**config.mk**
```make
export PLATFORM = sky130hd
export DESIGN_NAME = demux_dispatch_ctrl
export DESIGN_NICKNAME = d
export VERILOG_FILES = /design/src/rtl/demux_dispatch_ctrl.sv
export SDC_FILE = /design/constraint.sdc
export NUM_CORES = 1
export LEC_CHECK = 0
export BUFFER_PORTS_ARGS = -buffer_cell sky130_fd_sc_hd__buf_2
export CORE_MARGIN = 3
export CORE_UTILIZATION = 55
export CTS_CLUSTER_DIAMETER = 80
export DETAILED_ROUTE_END_ITERATION = 8
export HOLD_SLACK_MARGIN = 0.15
export PLACE_DENSITY = 0.8
export SYNTH_ARGS = -nofsm -noshare
export SYNTH_HDL_FRONTEND = slang
export SYNTH_SLANG_ARGS = --single-unit
```
**constraint.sdc**
```tcl
create_clock -name clk -period 4.28 [get_ports clk]
set_input_delay 0.856 -clock clk [delete_from_list [all_inputs] [get_ports clk]]
set_output_delay 0.856 -clock clk [all_outputs]
set_load 0.01 [all_outputs]
```
**src/rtl/demux_dispatch_ctrl.sv**
```systemverilog
`default_nettype none
// ============================================================================
// Module   : demux_dispatch_ctrl
// Purpose  : Round-robin dispatcher driving the select/valid of a 1-to-8 demux.
// Revision : 1.0  initial release
// ============================================================================
module demux_dispatch_ctrl #(
  parameter int DATA_W = 8,
  parameter int CNT_W  = 8
) (
  input  logic              clk,
  input  logic              rst_n,
  input  logic              in_valid,
  input  logic [DATA_W-1:0] in_data,
  output logic              in_ready,
  input  logic [7:0]        en_mask,
  input  logic [7:0]        out_ready,
  output logic [7:0]        out_valid,
  output logic [DATA_W-1:0] out_data,
  output logic [2:0]        sel,
  output logic              busy,
  output logic [CNT_W-1:0]  drop_cnt
);

  typedef enum logic [1:0] {
    ST_IDLE = 2'd0,
    ST_ARB  = 2'd1,
    ST_SEND = 2'd2
  } state_t;

  state_t             r_state;
  logic [2:0]         r_ptr;
  logic [2:0]         r_sel;
  logic               r_in_ready;
  logic               r_busy;
  logic [7:0]         r_out_valid;
  logic [DATA_W-1:0]  r_hold;
  logic [CNT_W-1:0]   r_drop_cnt;

  logic [7:0]         w_elig;
  logic [2:0]         w_idx;
  logic [2:0]         w_pick;
  logic               w_found;

  assign w_elig = en_mask & out_ready;

  // Scan from the highest offset down so the channel closest to r_ptr wins.
  always_comb begin
    w_found = 1'b0;
    w_pick  = r_ptr;
    w_idx   = r_ptr;
    for (int i = 7; i >= 0; i--) begin
      w_idx = r_ptr + 3'(i);
      if (w_elig[w_idx]) begin
        w_found = 1'b1;
        w_pick  = w_idx;
      end
    end
  end

  always_ff @(posedge clk or negedge rst_n) begin
    if (!rst_n) begin
      r_state     <= ST_IDLE;
      r_ptr       <= 3'd0;
      r_sel       <= 3'd0;
      r_in_ready  <= 1'b0;
      r_busy      <= 1'b0;
      r_out_valid <= 8'd0;
      r_hold      <= '0;
      r_drop_cnt  <= '0;
    end else begin
      case (r_state)
        ST_IDLE: begin
          if (in_valid && r_in_ready) begin
            r_hold     <= in_data;
            r_in_ready <= 1'b0;
            r_busy     <= 1'b1;
            r_state    <= ST_ARB;
          end else begin
            // First cycle after reset release lands here with in_ready low.
            r_in_ready <= 1'b1;
          end
        end
        ST_ARB: begin
          if (en_mask == 8'd0) begin
            r_hold     <= '0;
            if (r_drop_cnt != {CNT_W{1'b1}}) begin
              r_drop_cnt <= r_drop_cnt + CNT_W'(1);
            end
            r_in_ready <= 1'b1;
            r_busy     <= 1'b0;
            r_state    <= ST_IDLE;
          end else if (w_found) begin
            r_sel       <= w_pick;
            r_out_valid <= 8'd1 << w_pick;
            r_state     <= ST_SEND;
          end
        end
        ST_SEND: begin
          if (out_ready[r_sel]) begin
            r_ptr       <= r_sel + 3'd1;
            r_out_valid <= 8'd0;
            r_in_ready  <= 1'b1;
            r_busy      <= 1'b0;
            r_state     <= ST_IDLE;
          end
        end
        default: begin
          r_out_valid <= 8'd0;
          r_in_ready  <= 1'b0;
          r_busy      <= 1'b0;
          r_state     <= ST_IDLE;
        end
      endcase
    end
  end

  assign in_ready  = r_in_ready;
  assign busy      = r_busy;
  assign out_valid = r_out_valid;
  assign out_data  = r_hold;
  assign sel       = r_sel;
  assign drop_cnt  = r_drop_cnt;

endmodule
`default_nettype wire

```
Yosys cells after proc, flatten, opt, wreduce, memory -nomap -nowiden
Cells that the tools add are included.

word-level totals
  bits of input ports = 27
  output and inout port bits = 29
  register bits after elaboration = 34
  word-level logic and storage cells = 105

operators by class
  reductions and logical operators = 12
  shifts and indexed selects = 1
  bitwise operators = 3
  magnitude comparators = 9
  muxes and demuxes = 54
  eq/ne operators = 9
  $add $sub $neg = 9

operators with widths
  operator                                                                count
  8-bit 2-to-1 mux                                                        5
  3-bit by 4-bit < comparator with 1-bit output (second input constant)   9
  1-bit binary-select mux with 3-bit select                               9
  3-bit 2-to-1 mux                                                        8
  8-bit one-hot mux with 3 select lines                                   1
  1-bit 2-to-1 mux                                                        23
  8-bit one-hot mux with 2 select lines                                   1
  3-bit AND reduction                                                     5
  3-bit adder (second input constant)                                     4
  2-bit != test (second input constant)                                   5
  8-bit by 1-bit adder with 8-bit output (second input constant)          1
  8-bit bitwise AND                                                       1
  8-bit zero test                                                         1
  2-bit 2-to-1 mux                                                        4
  8-bit != test (second input constant)                                   1
  1-bit by 3-bit left shift with 8-bit output (first input constant)      1
  3-bit by 1-bit adder with 3-bit output (second input constant)          2
  3-bit by 2-bit adder with 3-bit output (second input constant)          2
  1-bit one-hot mux with 3 select lines                                   2
  2-bit one-hot mux with 3 select lines                                   1
  2-bit AND reduction                                                     2
  4-bit AND reduction                                                     1
  3-bit != test (second input constant)                                   1
  2-bit by 1-bit equality test with 1-bit output (second input constant)  1
  other kinds (5)                                                         6

Depth between registers and ports, before layout
  word-level depth = 15
  gate-level depth with buffers = 12
  depth with buffers taken out = 9

Worst setup path after synthesis
OpenSTA, ideal clock, no wires.

  path kind = register to register
  start = register r_ptr[0]
  end = register r_out_valid[4], in the netlist out_valid[4]
  buffers on the path = 3
  data required time = 4.179 ns
  clock period less this slack = 2.982 ns
  setup slack = 1.298 ns
  cell stages (with the launch flop) = 13
  data arrival time = 2.881 ns
  library setup time = 0.101 ns
  path through = dfrtp_1 buf_4 inv_2 ha_1 buf_2 clkbuf_1 nand4_1 nand4_1 a221oi_2 nor2_1 o311a_1 or3b_4 o32ai_1

on the way
  cells in the longest elaborated chain, start to end = 15
  elaborated cells on any way between the ends = 45
  classes of those cells = 7 x add/sub; 1 x eq/ne; 1 x shift; 35 x mux; 1 x reduce/logical

ends and longest elaborated chain
  item                                         line  text
  start, declared                              32    logic [2:0] r_ptr;
  start signal, assigned                       101   r_ptr <= r_sel + 3'd1;
  3-bit adder                                  53    w_idx = r_ptr + 3'(i);
  1-bit binary-select mux with 3-bit select    54    if (w_elig[w_idx]) begin
  1-bit 2-to-1 mux (implied by the code)       54
  3-bit 2-to-1 mux (8 in a row)                54
  1-bit by 3-bit left shift with 8-bit output  95    r_out_valid <= 8'd1 << w_pick;
  8-bit 2-to-1 mux                             93    end else if (w_found) begin
  8-bit 2-to-1 mux                             85    if (en_mask == 8'd0) begin
  8-bit one-hot mux with 3 select lines        72    case (r_state)
  end signal, assigned                         95
  end, declared                                36    logic [7:0] r_out_valid;

Parallel ways exist; a longest one is shown, timed or not. The select of a mux whose other input is x is not followed.
A chain may end at the register's enable or synchronous reset.

Final worst setup path
  start = register r_ptr[1]
  end = register r_out_valid[2], in the netlist out_valid[2]

The elaborated chain is that of the path after synthesis.

==> impl_metrics.env <==
export IMPL_leakage_uw=0.00142
export IMPL_crit_fanout=19
export IMPL_relSlewSlack_pct=35.7
export IMPL_ys_flop_type="dfrtp_1"
export IMPL_yosys_area_share_simple_pct=20.3
export IMPL_path_clk_slew_ns=0.07
export IMPL_synth_largest_area_cell="dfrtp_1"
export IMPL_grt_max_degree=35
export IMPL_tightestPinTransition_ns=0.964
export IMPL_synthesis_area_sq_um=2710
export IMPL_power_frac_seq_pct=21.7
export IMPL_grt_pass1_wl_um=11500
export IMPL_synthDistinctLibCells=62
export IMPL_syn_nets=319
export IMPL_layout_common_cells="buf_2 (55), dfrtp_1 (34), nand2_1 (25)"
export IMPL_worstSetupStartpointType="flop"
export IMPL_synth_compound_area_share_pct=20.0
export IMPL_yosysSeqAreaShare_pct=31.5
export IMPL_synth_xor_area_share_pct=4.21
export IMPL_synth_area_leaders="dfrtp_1 (31%), mux4_2 (10%), ha_1 (3.7%)"
export IMPL_synth_edf_count=0
export IMPL_core_area_sq_um=4530
export IMPL_synthToLayoutAreaGrowth_pct=15.1
export IMPL_fmax_ghz=0.297
export IMPL_synth_fa_ha_area_share_pct=3.70
export IMPL_critPathRequiredTime_ns=4.46
export IMPL_grt_overflow=0
export IMPL_tns_ns=0
export IMPL_swShare_pct=48.4
export IMPL_post_cts_buffers=0
export IMPL_fin_crit_sh_pct=78.6
export IMPL_drt_total_wl_um=6890
export IMPL_synth_seq_cells=34
export IMPL_clkPwrFrac_pct=9.9
export IMPL_ys_warn_count=0
export IMPL_cts_tree="done"
export IMPL_fin_nets=373
export IMPL_cp_data_arrival_time_ns=3.55
export IMPL_hold_viol=0
export IMPL_crit_family="compound AO/OA/AOI/OAI gates"
export IMPL_synth_area_per_cell_sq_um=9.52
export IMPL_die_w_um=76.1
export IMPL_switchingPower_uw=1220
export IMPL_final_common_cell="buf_2"
export IMPL_cts_max_path_buffers=2
export IMPL_io_pins=56
export IMPL_post_drt_via_cell_ratio=6.13
export IMPL_drive_gt1_share_pct=27.7
export IMPL_synth_top_family_by_area="simple AND/OR/NAND/NOR gates"
export IMPL_cts_sinks=34
export IMPL_port_buffers=55
export IMPL_synthMuxAreaShare_pct=14.9
export IMPL_ir_drop_mv=0.442
export IMPL_track_usage_pct=24.4
export IMPL_die_h_um=76.1
export IMPL_finClkSkew_ns=0.00716
export IMPL_drt_pass1_iterations=5
export IMPL_dpl_hpwl_um=5380
export IMPL_ant_nets=0
export IMPL_grt_pass1_vias=2353
export IMPL_maxCapViolCount=0
export IMPL_routedWlPerCell_um=17.1
export IMPL_setup_viol_count_final=0
export IMPL_initialDrtViolationCount=217
export IMPL_pwr_share_comb_pct=68.4
export IMPL_critical_path_slowest_cell="ha_1"
export IMPL_cts_root_buf="clkbuf_8"
export IMPL_rows=24
export IMPL_path_cells="inv_2 > ha_1 > and4b_1 > o41ai_1 > a21oi_1 > o41ai_1 > o311a_1 > o21ai_0 > o32ai_1"
export IMPL_async_reset_ff_share_pct=100
export IMPL_cpMostUsedCell="o41ai_1"
export IMPL_vias=2477
export IMPL_synth_top_cell_area_share_pct=31.5
export IMPL_maxSlewViolCount=0
export IMPL_pre_cts_slack_ns=0.998
export IMPL_clk_latency_ns=0.29
export IMPL_cts_hold_fix_buffers=0
export IMPL_rsz0062_at_grt="false"
export IMPL_dieArea_sq_um=5800
export IMPL_place_gp_congestion=0.928
export IMPL_status="finished, final reports clean"
export IMPL_p_int_uw=1300
export IMPL_hold_path_class="flop to flop"
export IMPL_layout_setup_ws_ns=0.916
export IMPL_start_util_pct=59.7
export IMPL_worstSetupEndpointType="flop"
export IMPL_numCtsBuffers=5
export IMPL_layout_min_cycle_time_ns=3.36
export IMPL_cp_num_buf_inv=1
export IMPL_htreeDepth=2
export IMPL_diodes=0
export IMPL_critPathMaxStageDelay_ns=0.70
export IMPL_synthCells=284
export IMPL_drc=0
export IMPL_path_class="flop to flop"
export IMPL_antenna_found_initial=0
export IMPL_power_density_nw_per_um2=810
export IMPL_cts_resized=0
==> cells in the mapped netlist, types with 5 or more instances <==
master    number
xnor2_1        8
o32ai_1        9
xor2_1         5
o21ai_0       17
clkbuf_1       5
mux4_2        12
nor2_1        19
dfrtp_1       34
a21oi_1       10
nand2_1       25
nand3_1       10
inv_1         21
and2_1         7
mux2_2         6
ha_1           8
nand3b_1      10
==> registers in the layout, summed over array words and instances, names as in the netlist <==
name       count
r_state        2
in_ready       1
sel            3
out_valid      8
drop_cnt       8
out_data       8
busy           1
r_ptr          3
==> metrics by stage <==
step	util [%]	hold WS [ns]	total power [uW]	cell area, sq um	std cells
global route	68.7	0.504	2740	3110	404
global placement	66.6	0.466	2230	3020	396
finish	68.7	0.486	2520	3110	404
CTS	68.7	0.488	2520	3110	404
floorplan	-	0.515	1850	2710	284
detailed placement	66.6	0.473	2270	3020	396
==> path summary, 6_finish.rpt <==
| kind | start | endpoint | slack [ns] | cells after the start |
|---|---|---|---|---|
| min reg2reg | busy$_DFFE_PN0P_ | busy$_DFFE_PN0P_ | 0.49 | 1 |
| max | r_ptr[1]$_DFFE_PN0P_ | out_valid[2]$_DFFE_PN0P_ | 0.92 | 9 |
| max in group asynchronous | rst_n | drop_cnt[1]$_DFFE_PN0P_ | 3.18 | 1 |
| min | busy$_DFFE_PN0P_ | busy$_DFFE_PN0P_ | 0.49 | 1 |
| min in group asynchronous | rst_n | out_data[5]$_DFFE_PN0P_ | 0.63 | 1 |
| max reg2reg | r_ptr[1]$_DFFE_PN0P_ | out_valid[2]$_DFFE_PN0P_ | 0.92 | 9 |
==> metal layers <==
layer	global-route usage (%)	wire length [um]	vias to the layer above
met5	0	0	-
met4	6.88	95	0
met3	4.49	456	12
met2	38.4	3250	96
met1	34.8	3090	1185
li1	-	-	1184
==> worst reg2reg max path: cells and delay by family (launching register included) <==
kind | cells | cell delay, ns
and+or+nand+nor | 1 | 0.29
AOI/OAI and AO/OA | 6 | 1.79
adders and majority gates | 1 | 0.70
DFF | 1 | 0.36
buffers and inverters | 1 | 0.11
==> cell families (layout without fill, tap and decap cells) <==
family          count (synthesis)  count (layout)
mux                            23              23
compound gates                 73              73
buf+inv                        33              88
fa+ha+maj                       8               8
flops                          34              34
simple gates                  100             100
xor+xnor                       13              13
==> power groups by stage <==
stage	Clock, uW	Combinational [uW]	Sequential, uW
final	250	1730	547
after detailed placement	0	1710	555
after global placement	0	1680	548
after floorplan	0	1280	567
after global routing	272	1900	568
after CTS	255	1720	549
==> final cells by class <==
type,instances,area [sq um]
timing repair buffer,57,290
tap,65,81.3
inverter,23,86.3
clock inverter,2,12.5
clock buffer,6,82.6
sequential,34,851
fill,350,1420
multi-input combinational,217,1710
Note: power is estimated with default switching activity, not from simulation.
